==> config.mk <==
export PLATFORM = sky130hd
export DESIGN_NAME = ibex_csr_rmw_arb_flat
export DESIGN_NICKNAME = d
export VERILOG_FILES = /design/src/rtl/ibex_csr_rmw_arb_if.sv /design/src/rtl/ibex_csr_rmw_arb.sv /design/src/flat_wrapper.sv
export SDC_FILE = /design/constraint.sdc
export NUM_CORES = 1
export LEC_CHECK = 0
export CAP_MARGIN = 20
export CORE_ASPECT_RATIO = 0.7
export CORE_UTILIZATION = 37
export CTS_CLUSTER_DIAMETER = 150
export DETAILED_ROUTE_END_ITERATION = 6
export GPL_TIMING_DRIVEN = 0
export PLACE_DENSITY = 0.83
export SETUP_SLACK_MARGIN = 0.4
export SYNTH_ARGS = -nofsm -noshare
export SYNTH_HDL_FRONTEND = slang
export SYNTH_SLANG_ARGS = --single-unit
==> constraint.sdc <==
create_clock -name clk -period 1.4 [get_ports clk]
set_input_delay 0.21 -clock clk [delete_from_list [all_inputs] [get_ports clk]]
set_output_delay 0.21 -clock clk [all_outputs]
set_load 0.05 [all_outputs]
==> src/rtl/ibex_csr_rmw_arb_if.sv <==
// Bus bundle for the CSR read-modify-write arbiter: two requester ports, one response port
// and the connection to the CSR storage primitive.
interface ibex_csr_rmw_arb_if #(
    parameter int unsigned Width = 32
);
    logic [1:0]            req_valid;
    logic [1:0]            req_ready;
    logic [1:0][1:0]       req_op;
    logic [1:0][Width-1:0] req_wdata;

    logic                  rsp_valid;
    logic                  rsp_id;
    logic [Width-1:0]      rsp_rdata;
    logic                  rsp_error;
    logic                  rsp_ready;

    logic [Width-1:0]      csr_wr_data;
    logic                  csr_wr_en;
    logic [Width-1:0]      csr_rd_data;
    logic                  csr_rd_error;

    modport slave (
        input  req_valid, req_op, req_wdata, rsp_ready, csr_rd_data, csr_rd_error,
        output req_ready, rsp_valid, rsp_id, rsp_rdata, rsp_error, csr_wr_data, csr_wr_en
    );

    modport master (
        output req_valid, req_op, req_wdata, rsp_ready, csr_rd_data, csr_rd_error,
        input  req_ready, rsp_valid, rsp_id, rsp_rdata, rsp_error, csr_wr_data, csr_wr_en
    );
endinterface

==> src/rtl/ibex_csr_rmw_arb.sv <==
// Round-robin arbiter between the core CSR path and the debug/DMA path, running each
// READ/WRITE/SET/CLEAR as one atomic read-then-write on a shared CSR primitive.
//
// state | meaning
// IDLE  | arbitrate; grant one requester and latch its op/operand
// EXEC  | read CSR, compute masked result, write unless read-integrity error
// RESP  | hold response until consumer accepts
module ibex_csr_rmw_arb #(
    parameter int unsigned      Width     = 32,
    parameter logic [Width-1:0] WriteMask = '1,
    parameter int unsigned      ResetPrio = 0
) (
    input logic                clk,
    input logic                rst_n,
    ibex_csr_rmw_arb_if.slave  bus
);

    localparam logic [1:0] OpRead  = 2'b00;
    localparam logic [1:0] OpWrite = 2'b01;
    localparam logic [1:0] OpSet   = 2'b10;
    localparam logic [1:0] OpClear = 2'b11;

    typedef enum logic [1:0] {
        IDLE = 2'b00,
        EXEC = 2'b01,
        RESP = 2'b10
    } state_e;

    state_e           state_q, state_d;
    logic             prio_q;
    logic             id_q;
    logic [1:0]       op_q;
    logic [Width-1:0] wdata_q;

    logic             rsp_valid_q;
    logic             rsp_id_q;
    logic [Width-1:0] rsp_rdata_q;
    logic             rsp_error_q;

    logic             any_valid;
    logic             gnt_id;
    logic             req_hs;
    logic [Width-1:0] old_val;
    logic [Width-1:0] new_val;
    logic [Width-1:0] wr_val;

    // With both requesters valid the pointer decides; a lone requester always wins.
    assign any_valid = |bus.req_valid;
    assign gnt_id    = (&bus.req_valid) ? prio_q : bus.req_valid[1];
    assign req_hs    = (state_q == IDLE) && any_valid;
    assign old_val   = bus.csr_rd_data;

    always_comb begin
        new_val = old_val;
        case (op_q)
            OpWrite: new_val = wdata_q;
            OpSet:   new_val = old_val | wdata_q;
            OpClear: new_val = old_val & ~wdata_q;
            default: new_val = old_val;
        endcase
        wr_val = (new_val & WriteMask) | (old_val & ~WriteMask);
    end

    always_ff @(posedge clk or negedge rst_n) begin
        if (!rst_n) begin
            state_q <= IDLE;
        end else begin
            state_q <= state_d;
        end
    end

    always_comb begin
        state_d = state_q;
        case (state_q)
            IDLE:    if (any_valid) state_d = EXEC;
            EXEC:    state_d = RESP;
            RESP:    if (bus.rsp_ready) state_d = IDLE;
            default: state_d = IDLE;
        endcase
    end

    always_comb begin
        bus.req_ready   = 2'b00;
        bus.csr_wr_en   = 1'b0;
        bus.csr_wr_data = '0;
        case (state_q)
            IDLE: begin
                if (any_valid) bus.req_ready[gnt_id] = 1'b1;
            end
            EXEC: begin
                bus.csr_wr_en   = (op_q != OpRead) && !bus.csr_rd_error;
                bus.csr_wr_data = wr_val;
            end
            default: ;
        endcase
    end

    always_ff @(posedge clk or negedge rst_n) begin
        if (!rst_n) begin
            prio_q      <= (ResetPrio != 0);
            id_q        <= 1'b0;
            op_q        <= OpRead;
            wdata_q     <= '0;
            rsp_valid_q <= 1'b0;
            rsp_id_q    <= 1'b0;
            rsp_rdata_q <= '0;
            rsp_error_q <= 1'b0;
        end else begin
            if (req_hs) begin
                id_q    <= gnt_id;
                op_q    <= bus.req_op[gnt_id];
                wdata_q <= bus.req_wdata[gnt_id];
                prio_q  <= ~gnt_id;
            end
            if (state_q == EXEC) begin
                rsp_valid_q <= 1'b1;
                rsp_id_q    <= id_q;
                rsp_rdata_q <= old_val;
                rsp_error_q <= bus.csr_rd_error;
            end else if ((state_q == RESP) && bus.rsp_ready) begin
                rsp_valid_q <= 1'b0;
            end
        end
    end

    assign bus.rsp_valid = rsp_valid_q;
    assign bus.rsp_id    = rsp_id_q;
    assign bus.rsp_rdata = rsp_rdata_q;
    assign bus.rsp_error = rsp_error_q;

endmodule

==> src/flat_wrapper.sv <==
// flat-port wrapper written by rule: the top's interface ports become plain ports
module ibex_csr_rmw_arb_flat 
#(
    parameter int unsigned      Width     = 32,
    parameter logic [Width-1:0] WriteMask = '1,
    parameter int unsigned      ResetPrio = 0
)
  (clk, rst_n, bus_req_valid, bus_req_op, bus_req_wdata, bus_rsp_ready, bus_csr_rd_data, bus_csr_rd_error, bus_req_ready, bus_rsp_valid, bus_rsp_id, bus_rsp_rdata, bus_rsp_error, bus_csr_wr_data, bus_csr_wr_en);
  ibex_csr_rmw_arb_if #(.Width(Width)) bus_i ();
  input logic clk;
  input logic rst_n;
  input wire logic [$bits(bus_i.req_valid)-1:0] bus_req_valid;
  input wire logic [$bits(bus_i.req_op)-1:0] bus_req_op;
  input wire logic [$bits(bus_i.req_wdata)-1:0] bus_req_wdata;
  input wire logic [$bits(bus_i.rsp_ready)-1:0] bus_rsp_ready;
  input wire logic [$bits(bus_i.csr_rd_data)-1:0] bus_csr_rd_data;
  input wire logic [$bits(bus_i.csr_rd_error)-1:0] bus_csr_rd_error;
  output wire logic [$bits(bus_i.req_ready)-1:0] bus_req_ready;
  output wire logic [$bits(bus_i.rsp_valid)-1:0] bus_rsp_valid;
  output wire logic [$bits(bus_i.rsp_id)-1:0] bus_rsp_id;
  output wire logic [$bits(bus_i.rsp_rdata)-1:0] bus_rsp_rdata;
  output wire logic [$bits(bus_i.rsp_error)-1:0] bus_rsp_error;
  output wire logic [$bits(bus_i.csr_wr_data)-1:0] bus_csr_wr_data;
  output wire logic [$bits(bus_i.csr_wr_en)-1:0] bus_csr_wr_en;
  assign bus_i.req_valid = bus_req_valid;
  assign bus_i.req_op = bus_req_op;
  assign bus_i.req_wdata = bus_req_wdata;
  assign bus_i.rsp_ready = bus_rsp_ready;
  assign bus_i.csr_rd_data = bus_csr_rd_data;
  assign bus_i.csr_rd_error = bus_csr_rd_error;
  assign bus_req_ready = bus_i.req_ready;
  assign bus_rsp_valid = bus_i.rsp_valid;
  assign bus_rsp_id = bus_i.rsp_id;
  assign bus_rsp_rdata = bus_i.rsp_rdata;
  assign bus_rsp_error = bus_i.rsp_error;
  assign bus_csr_wr_data = bus_i.csr_wr_data;
  assign bus_csr_wr_en = bus_i.csr_wr_en;
  ibex_csr_rmw_arb #(.Width(Width), .WriteMask(WriteMask), .ResetPrio(ResetPrio)) u_core (.clk(clk), .rst_n(rst_n), .bus(bus_i));
endmodule
==> results by group, run 1 <==
Floorplan
  – Floorplan die width: approximately 130 um
  – Die Area: ~11000 um^2
  – Core region area: around 10000 um^2
  – Y dimension of the die: 89.09 um
  – Row Count: 31
  – IO Pins: approximately 180
  – Initial cell density of the core: 38.42%

Logic synthesis
  – Average cell area after synthesis: roughly 8.6 um^2
  – Sequential-to-total area share from yosys stat: between 40% and 50%
  – Gate count of the mapped netlist: 466
  – Post-synthesis sequential element count: 73
  – Synth cell types: 22
  – Cell Area, Synth: ~4000 um^2
  – Mapped Nets: ~570
  – Count of yosys warnings during synthesis: 0

Timing
  – Max-slew violation count: 0
  – Worst Slack Setup Final: -0.4965 ns
  – Slew margin rel.: roughly 60%
  – Clock period minus final worst setup slack: 1.897 ns
  – RSZ-0062 raised after global routing: yes
  – Highest attainable clock frequency: 0.5273 GHz
  – Hold Violations, Final: 0
  – Finish-stage setup viols: 83
  – Tightest Pin Transition: between 0.5 and 0.6 ns
  – Setup Skew: a little under 0.006 ns
  – Ratio of final minimum period to clock period: 135.5%

Detailed routing
  – DRT antenna net count: 0
  – Aggregate routed wire length: about 18000 um
  – Average wire per cell in the routed design: roughly 21 um
  – Violation count after the first detailed-routing iteration: between 300 and 400
  – Via count of the routed design: around 4800
  – Vias per cell: between 5 and 6
  – DRC errors left: 0
  – Drt first pass iters: 5

Clock network
  – Number of buffers created by CTS: 9
  – Clock slew at the register clock pins of the worst setup and hold paths: approximately 0.06 ns
  – H-Tree Depth: 3
  – Later-pin clock latency in the skew report: roughly 0.35 ns
  – Clock root buffer: sky130_fd_sc_hd__clkbuf_16
  – Number of sinks handled by clock tree synthesis: 73
  – CTS tree: yes
  – Clock tree buffer depth: 2

Global routing
  – Total global routing overflow: 0
  – Vias in the first global route: just under 5000
  – Global-route wire length before repair: approximately 26000 um
  – Pin count of the biggest net entering global routing: 57
  – Initial antenna violation count: 0
  – Total Routing Usage GR: just over 30%

Run status
  – Outcome: complete, but fails checks
  – Violations in the final reports: negative setup slack

Critical path
  – Slowest cell on the critical path: sky130_fd_sc_hd__dfrtp_1
  – Startpoint type of the worst setup path: flop
  – CP arrival: approximately 1.7 ns
  – Category of the critical setup timing path: reg2out
  – Cell chain of the critical path: buf_6 > buf_8 > a21oi_2 > a21oi_2 > o21a_4 > buf_6
  – Worst path buffer plus inverter count: 3
  – Longest individual stage delay on the worst path: between 0.4 and 0.5 ns
  – Critical-path maximum fanout: 10
  – Required @ worst endpoint: roughly 1.2 ns
  – CP top delay family: buffers and inverters
  – Type of element capturing the critical path: output pin

Place
  – Post-place instance area: about 6300 um^2
  – Detailed placement HPWL: around 11000 um
  – Gp weighted congestion: 0.8379
  – Count of buffers from port buffering: between 150 and 200

Cells and area
  – Post-route standard cell area excluding fillers: 8100 um^2
  – Antenna diode count: 0
  – Proportion of layout cells with a drive suffix above 1: between 40% and 50%
  – Post-synthesis to final-layout area growth: 102.1%
  – Final standard cell utilization of the core: between 70 and 80%
  – Fillers: slightly above 600
  – Nets@finish: just over 800

Hold path
  – Min-Delay Path Class: in2async

Power and ir drop
  – P per Cell Area: approximately 2900 nW/um^2
  – P_leak: ~3.5 nW
  – IR Drop Worst-Case VDD: 1492 uV

Flow run
  – Count of maximum capacitance violations: 0
placed cells by master (no fill, tap or decap), types with 2 or more instances in the layout:
cell,instances
sky130_fd_sc_hd__clkbuf_1,2
sky130_fd_sc_hd__a21oi_1,45
sky130_fd_sc_hd__buf_6,56
sky130_fd_sc_hd__clkbuf_16,14
sky130_fd_sc_hd__a21oi_4,9
sky130_fd_sc_hd__buf_2,3
sky130_fd_sc_hd__dfrtp_1,72
sky130_fd_sc_hd__nand2b_1,2
sky130_fd_sc_hd__buf_4,35
sky130_fd_sc_hd__clkbuf_4,4
sky130_fd_sc_hd__nand2b_4,2
sky130_fd_sc_hd__o21a_4,32
sky130_fd_sc_hd__clkdlybuf4s50_1,102
sky130_fd_sc_hd__and3_4,2
sky130_fd_sc_hd__nand2_4,11
sky130_fd_sc_hd__nand2_1,62
sky130_fd_sc_hd__a221o_1,34
sky130_fd_sc_hd__nand2_2,31
sky130_fd_sc_hd__nor2_1,28
sky130_fd_sc_hd__buf_12,14
sky130_fd_sc_hd__o21ai_2,3
sky130_fd_sc_hd__buf_8,37
sky130_fd_sc_hd__buf_16,5
sky130_fd_sc_hd__o21a_1,34
sky130_fd_sc_hd__clkbuf_8,5
sky130_fd_sc_hd__nor2_2,4
sky130_fd_sc_hd__a21oi_2,44
sky130_fd_sc_hd__nor2_4,4
Yosys cell counts (all sizes together):
cell | n | area, um^2
and3 | 2 | 12.51
buf | 28 | 190.2
inv | 1 | 3.750
nand2 | 104 | 390.4
nand2b | 4 | 25.02
o21ai | 3 | 15.01
dfrtp | 73 | 1827
and2b | 1 | 8.760
a21oi | 98 | 490.5
nor3 | 1 | 5.000
a221o | 34 | 340.3
o21a | 66 | 495.5
nor2 | 36 | 137.6
or2 | 1 | 6.260
clkbuf | 12 | 45.04
or2b | 2 | 16.27
report_power, final:
part | switching, W | total (W) | internal (W)
clock network | 0.000900 | 0.00223 | 0.00133
registers | 0.00125 | 0.00441 | 0.00316
logic | 0.00895 | 0.0167 | 0.00773
state kept, by name (all words and copies together), names as in the netlist, 2 cells and up:
register,flops
u_core.bus.rsp_rdata,32
u_core.wdata_q,32
u_core.op_q,2
u_core.state_q,2
logic make-up after synthesis:
kind of cell           count (synthesis)  synth area share [%]
buffers and inverters                 41                 5.961
AO/OA/AOI/OAI                        201                 33.46
flip-flops                            73                 45.57
AND/OR/NAND/NOR                      151                 15.01
cell type report:
type                    count  area, um^2  share of cell area, %
inverters                   1       3.754                0.04634
multi-input cells         352        2700                  33.33
well taps                 132       165.2                  2.039
repair buffers            227        2540                  31.36
clock inverters             2       12.51                 0.1545
flip-flops and latches     73        1828                  22.57
clock buffers              13       270.3                  3.336
plain buffers              40       580.6                  7.167
per-layer routing:
layer	routed length [um]	share of wire, %	GRT usage (%)	up-vias
li1	-	-	-	2126
met1	7230	40	36.99	2412
met2	8939	50	52.84	260
met3	1358	7.5	6.583	45
met4	468	2.6	12.60	0
met5	0	0	0	-
worst paths after layout:
path	endpoint	slack (ns)	cells after the start	startpoint
setup / recovery	bus_csr_wr_data[2]	-0.50	6	u_core.op_q[1]
hold / removal	u_core.wdata_q[31]	0.30	2	rst_n
setup reg to reg	u_core.wdata_q[20]	-0.39	7	u_core.state_q[0]
hold reg to reg	u_core.bus.rsp_rdata[27]	0.51	2	u_core.bus.rsp_rdata[27]
max in group asynchronous	u_core.state_q[1]	0.51	3	rst_n
min in group clk	u_core.wdata_q[25]	0.48	2	bus_req_wdata[25]
what timing repair did:
item                                    4_1_cts  5_1_grt
buffers inserted                             31       13
gates resized for setup                     636       93
pin swaps                                    23       11
hold endpoints to repair                     17        0
hold buffers                                  1        0
endpoints found under the setup margin      142      142
cloned                                        5        1
per-stage QoR:
stage	total power, W	setup TNS (ns)	setup WS, ns	instances	hold WS [ns]
floorplan	0.01238	-0.3394	-0.02722	466	-0.08559
global placement	0.01569	-216.30	-2.384	773	0.4502
detailed placement	0.01607	-47.90	-0.9214	774	0.1064
CTS	0.02153	-23.06	-0.4373	826	0.3042
global route	0.02415	-28.98	-0.5801	840	0.3096
finish	0.02332	-26.18	-0.4965	840	0.2977
No activity file was read; power rests on OpenSTA's default activity.
==> run 2, diff against run 1 <==
Settings changed: CTS_BUF_LIST set to sky130_fd_sc_hd__clkbuf_4 sky130_fd_sc_hd__clkbuf_8.
==> run 2 against run 1 <==
  * The run still ends with negative setup slack left
  * Clock power fell by 28%
  * Die area stayed put
  * Wire length decreased by 1.7%
  * Via count shrank 0.66%
  * Setup slack worse by 0.015 ns
  * Clock-buffer cell count is the same
  * Register-to-register slack got worse by 0.08 ns
  * Worst hold slack worse by 0.011 ns
  * First-iteration DRC count down 15%
  * Sequential cell count did not move
  * Design area fell by 0.83%
  * Critical path type unchanged
  * Largest cell class unchanged
==> results by group, run 2 (synthesized netlist as in run 1, its figures left out) <==
Run status
  – Outcome: complete, but fails checks
  – Violations in the final reports: negative setup slack

Timing
  – RSZ-0062 raised after global routing: yes
  – Clock period minus final worst setup slack: 1.912 ns (+0.01522 ns)
  – Slew margin rel.: 62.70% (+2.1 points)
  – Final setup TNS: -30.61 ns (-4.424 ns)
  – Finish-stage setup viols: 82 (-1.2%)
  – Tightest Pin Transition: 0.5595 ns (-0.03202 ns)
  – Ratio of final minimum period to clock period: 136.6% (+1.1 points)
  – Highest attainable clock frequency: 0.5231 GHz (-0.80%)
  – Hold Violations, Final: 0 (unchanged)
  – Setup Skew: 0.01137 ns (+0.005462 ns)
  – Worst Slack Setup Final: -0.5118 ns (-0.01522 ns)
  – Max-slew violation count: 0 (unchanged)
  – Final-layout worst hold slack: 0.2865 ns (-0.01122 ns)

Critical path
  – Critical-path maximum fanout: 6 (-4)
  – Startpoint type of the worst setup path: flop
  – Cell seen most often among critical-path stages: sky130_fd_sc_hd__buf_6
  – Cell chain of the critical path: buf_6 > buf_4 > a21oi_2 > nor2_1 > o21a_4 > buf_6
  – CP arrival: 1.70 ns (about the same)
  – Longest individual stage delay on the worst path: 0.42 ns (about the same)
  – Type of element capturing the critical path: output pin
  – Slowest cell on the critical path: sky130_fd_sc_hd__dfrtp_1
  – Required @ worst endpoint: 1.19 ns (about the same)
  – Category of the critical setup timing path: reg2out

Clock network
  – Clock slew at the register clock pins of the worst setup and hold paths: 0.08 ns (+0.02 ns)
  – Number of sinks handled by clock tree synthesis: 73 (unchanged)
  – Number of buffers created by CTS: 9 (unchanged)
  – Clock root buffer: sky130_fd_sc_hd__clkbuf_8
  – H-Tree Depth: 3 (unchanged)
  – Clock tree buffer depth: 2 (unchanged)
  – CTS tree: yes
  – Later-pin clock latency in the skew report: 0.36 ns (about the same)

Global routing
  – Initial antenna violation count: 1 (+1)
  – Total global routing overflow: 0 (unchanged)
  – Pin count of the biggest net entering global routing: 57 (unchanged)
  – Total Routing Usage GR: 30.00% (-0.25 points)
  – Global-route wire length before repair: 25690 um (-0.88%)
  – Vias in the first global route: 4872 (+0.27%)

Cells and area
  – Final standard cell utilization of the core: 76.99% (-0.65 points)
  – Antenna diode count: 0 (unchanged)
  – Commonest non-fill, non-tap cells in the layout: sky130_fd_sc_hd__clkdlybuf4s50_1 (104), sky130_fd_sc_hd__dfrtp_1 (72), sky130_fd_sc_hd__buf_6 (70)
  – Fillers: 643 (+4.6%)
  – Post-synthesis to final-layout area growth: 100.4%
  – Post-route standard cell area excluding fillers: 8033 um^2 (-0.83%)
  – Most frequent standard cell in the layout excluding fill and tap cells: sky130_fd_sc_hd__clkdlybuf4s50_1
  – Proportion of layout cells with a drive suffix above 1: 46.70% (+1.2 points)
  – Nets@finish: 815 (+0.62%)

Detailed routing
  – Average wire per cell in the routed design: 20.94 um (-2.3%)
  – DRT antenna net count: 0 (unchanged)
  – Drt first pass iters: 5 (unchanged)
  – Aggregate routed wire length: 17690 um (-1.7%)
  – Violation count after the first detailed-routing iteration: 261 (-15%)
  – Via count of the routed design: 4811 (-0.66%)
  – Vias per cell: 5.693 (-1.2%)
  – DRC errors left: 0 (unchanged)

Floorplan
  – Floorplan die width: 126.4 um (unchanged)
  – Core region area: 10430 um^2 (unchanged)
  – IO Pins: 176 (unchanged)
  – Y dimension of the die: 89.09 um (unchanged)
  – Row Count: 31 (unchanged)
  – Die Area: 11260 um^2 (unchanged)
  – Initial cell density of the core: 38.42% (unchanged)

Place
  – Count of buffers from port buffering: 175 (unchanged)
  – Post-place instance area: 6329 um^2 (unchanged)
  – Gp weighted congestion: 0.8379 (unchanged)
  – Detailed placement HPWL: 10950 um (unchanged)

Power and ir drop
  – P per Cell Area: 2823 nW/um^2 (-1.9%)
  – Final Total Pwr: 0.02268 W (-2.8%)
  – IR Drop Worst-Case VDD: 1500 uV (+0.48%)
  – P_leak: 3.522 nW (-0.67%)

Flow run
  – Count of maximum capacitance violations: 0 (unchanged)

Hold path
  – Min-Delay Path Class: in2async
[run 2: worst max-delay path, delay by kind of cell (launching register included)]
kind | cells | cell delay (ns)
buffers and inverters | 3 | 0.48
AO/OA/AOI/OAI | 2 | 0.37
flip-flops | 1 | 0.42
AND/OR/NAND/NOR | 1 | 0.07
[run 2: through the flow]
step / setup WS (ns) / instances
floorplan: -0.02722 / 466
global placement: -2.384 / 773
detailed placement: -0.9214 / 774
CTS: -0.4713 / 824
global route: -0.5690 / 845
finish: -0.5118 / 845
[run 2: final timing paths]
path	slack [ns]	from	end	cells past startpoint
min	0.29	rst_n	u_core.wdata_q[31]	2
max	-0.51	u_core.op_q[1]	bus_csr_wr_data[4]	6
min in group clk	0.45	bus_csr_rd_data[8]	u_core.bus.rsp_rdata[8]	3
max reg2reg	-0.47	u_core.state_q[0]	u_core.wdata_q[20]	8
max in group asynchronous	0.51	rst_n	u_core.state_q[1]	3
min reg2reg	0.50	u_core.bus.rsp_rdata[2]	u_core.bus.rsp_rdata[2]	2
[run 2: area by class of cell]
| type | count | area [um^2] | share of cell area [%] |
|---|---|---|---|
| tap | 132 | 165.2 | 2.056 |
| clock buffer | 13 | 172.7 | 2.150 |
| multi-input combinational | 352 | 2721 | 33.88 |
| timing repair buffer | 232 | 2564 | 31.92 |
| buffer | 40 | 565.5 | 7.040 |
| sequential | 73 | 1828 | 22.76 |
| clock inverter | 2 | 12.51 | 0.1558 |
| inverter | 1 | 3.754 | 0.04673 |
[run 2: metal layers]
metal	vias up	share of wire (%)	GRT usage (%)
met5	-	0.073	0
met4	2	2.6	12.60
li1	2146	-	-
met3	43	7.7	7.780
met2	240	50	52.59
met1	2380	39	35.72
[run 2: timing repair]
item,CTS,global route
hold endpoints to repair,17,0
setup endpoints to repair,142,143
resized for setup,631,91
hold buffers,1,0
buffers inserted,30,20
gates cloned,4,1
pin swaps,17,12
[run 2: where the power goes]
group          switching [W]  total (W)  internal (W)
sequential           0.00124    0.00439       0.00315
clock               0.000817    0.00161      0.000797
combinational        0.00893     0.0167       0.00775
total                 0.0110     0.0227        0.0117
==> run 3, diff against run 2 <==
Settings changed: SLEW_MARGIN set to 20.
==> results of run 3 <==
Same layout as run 2: the final DEF is identical, and so are final timing and power.
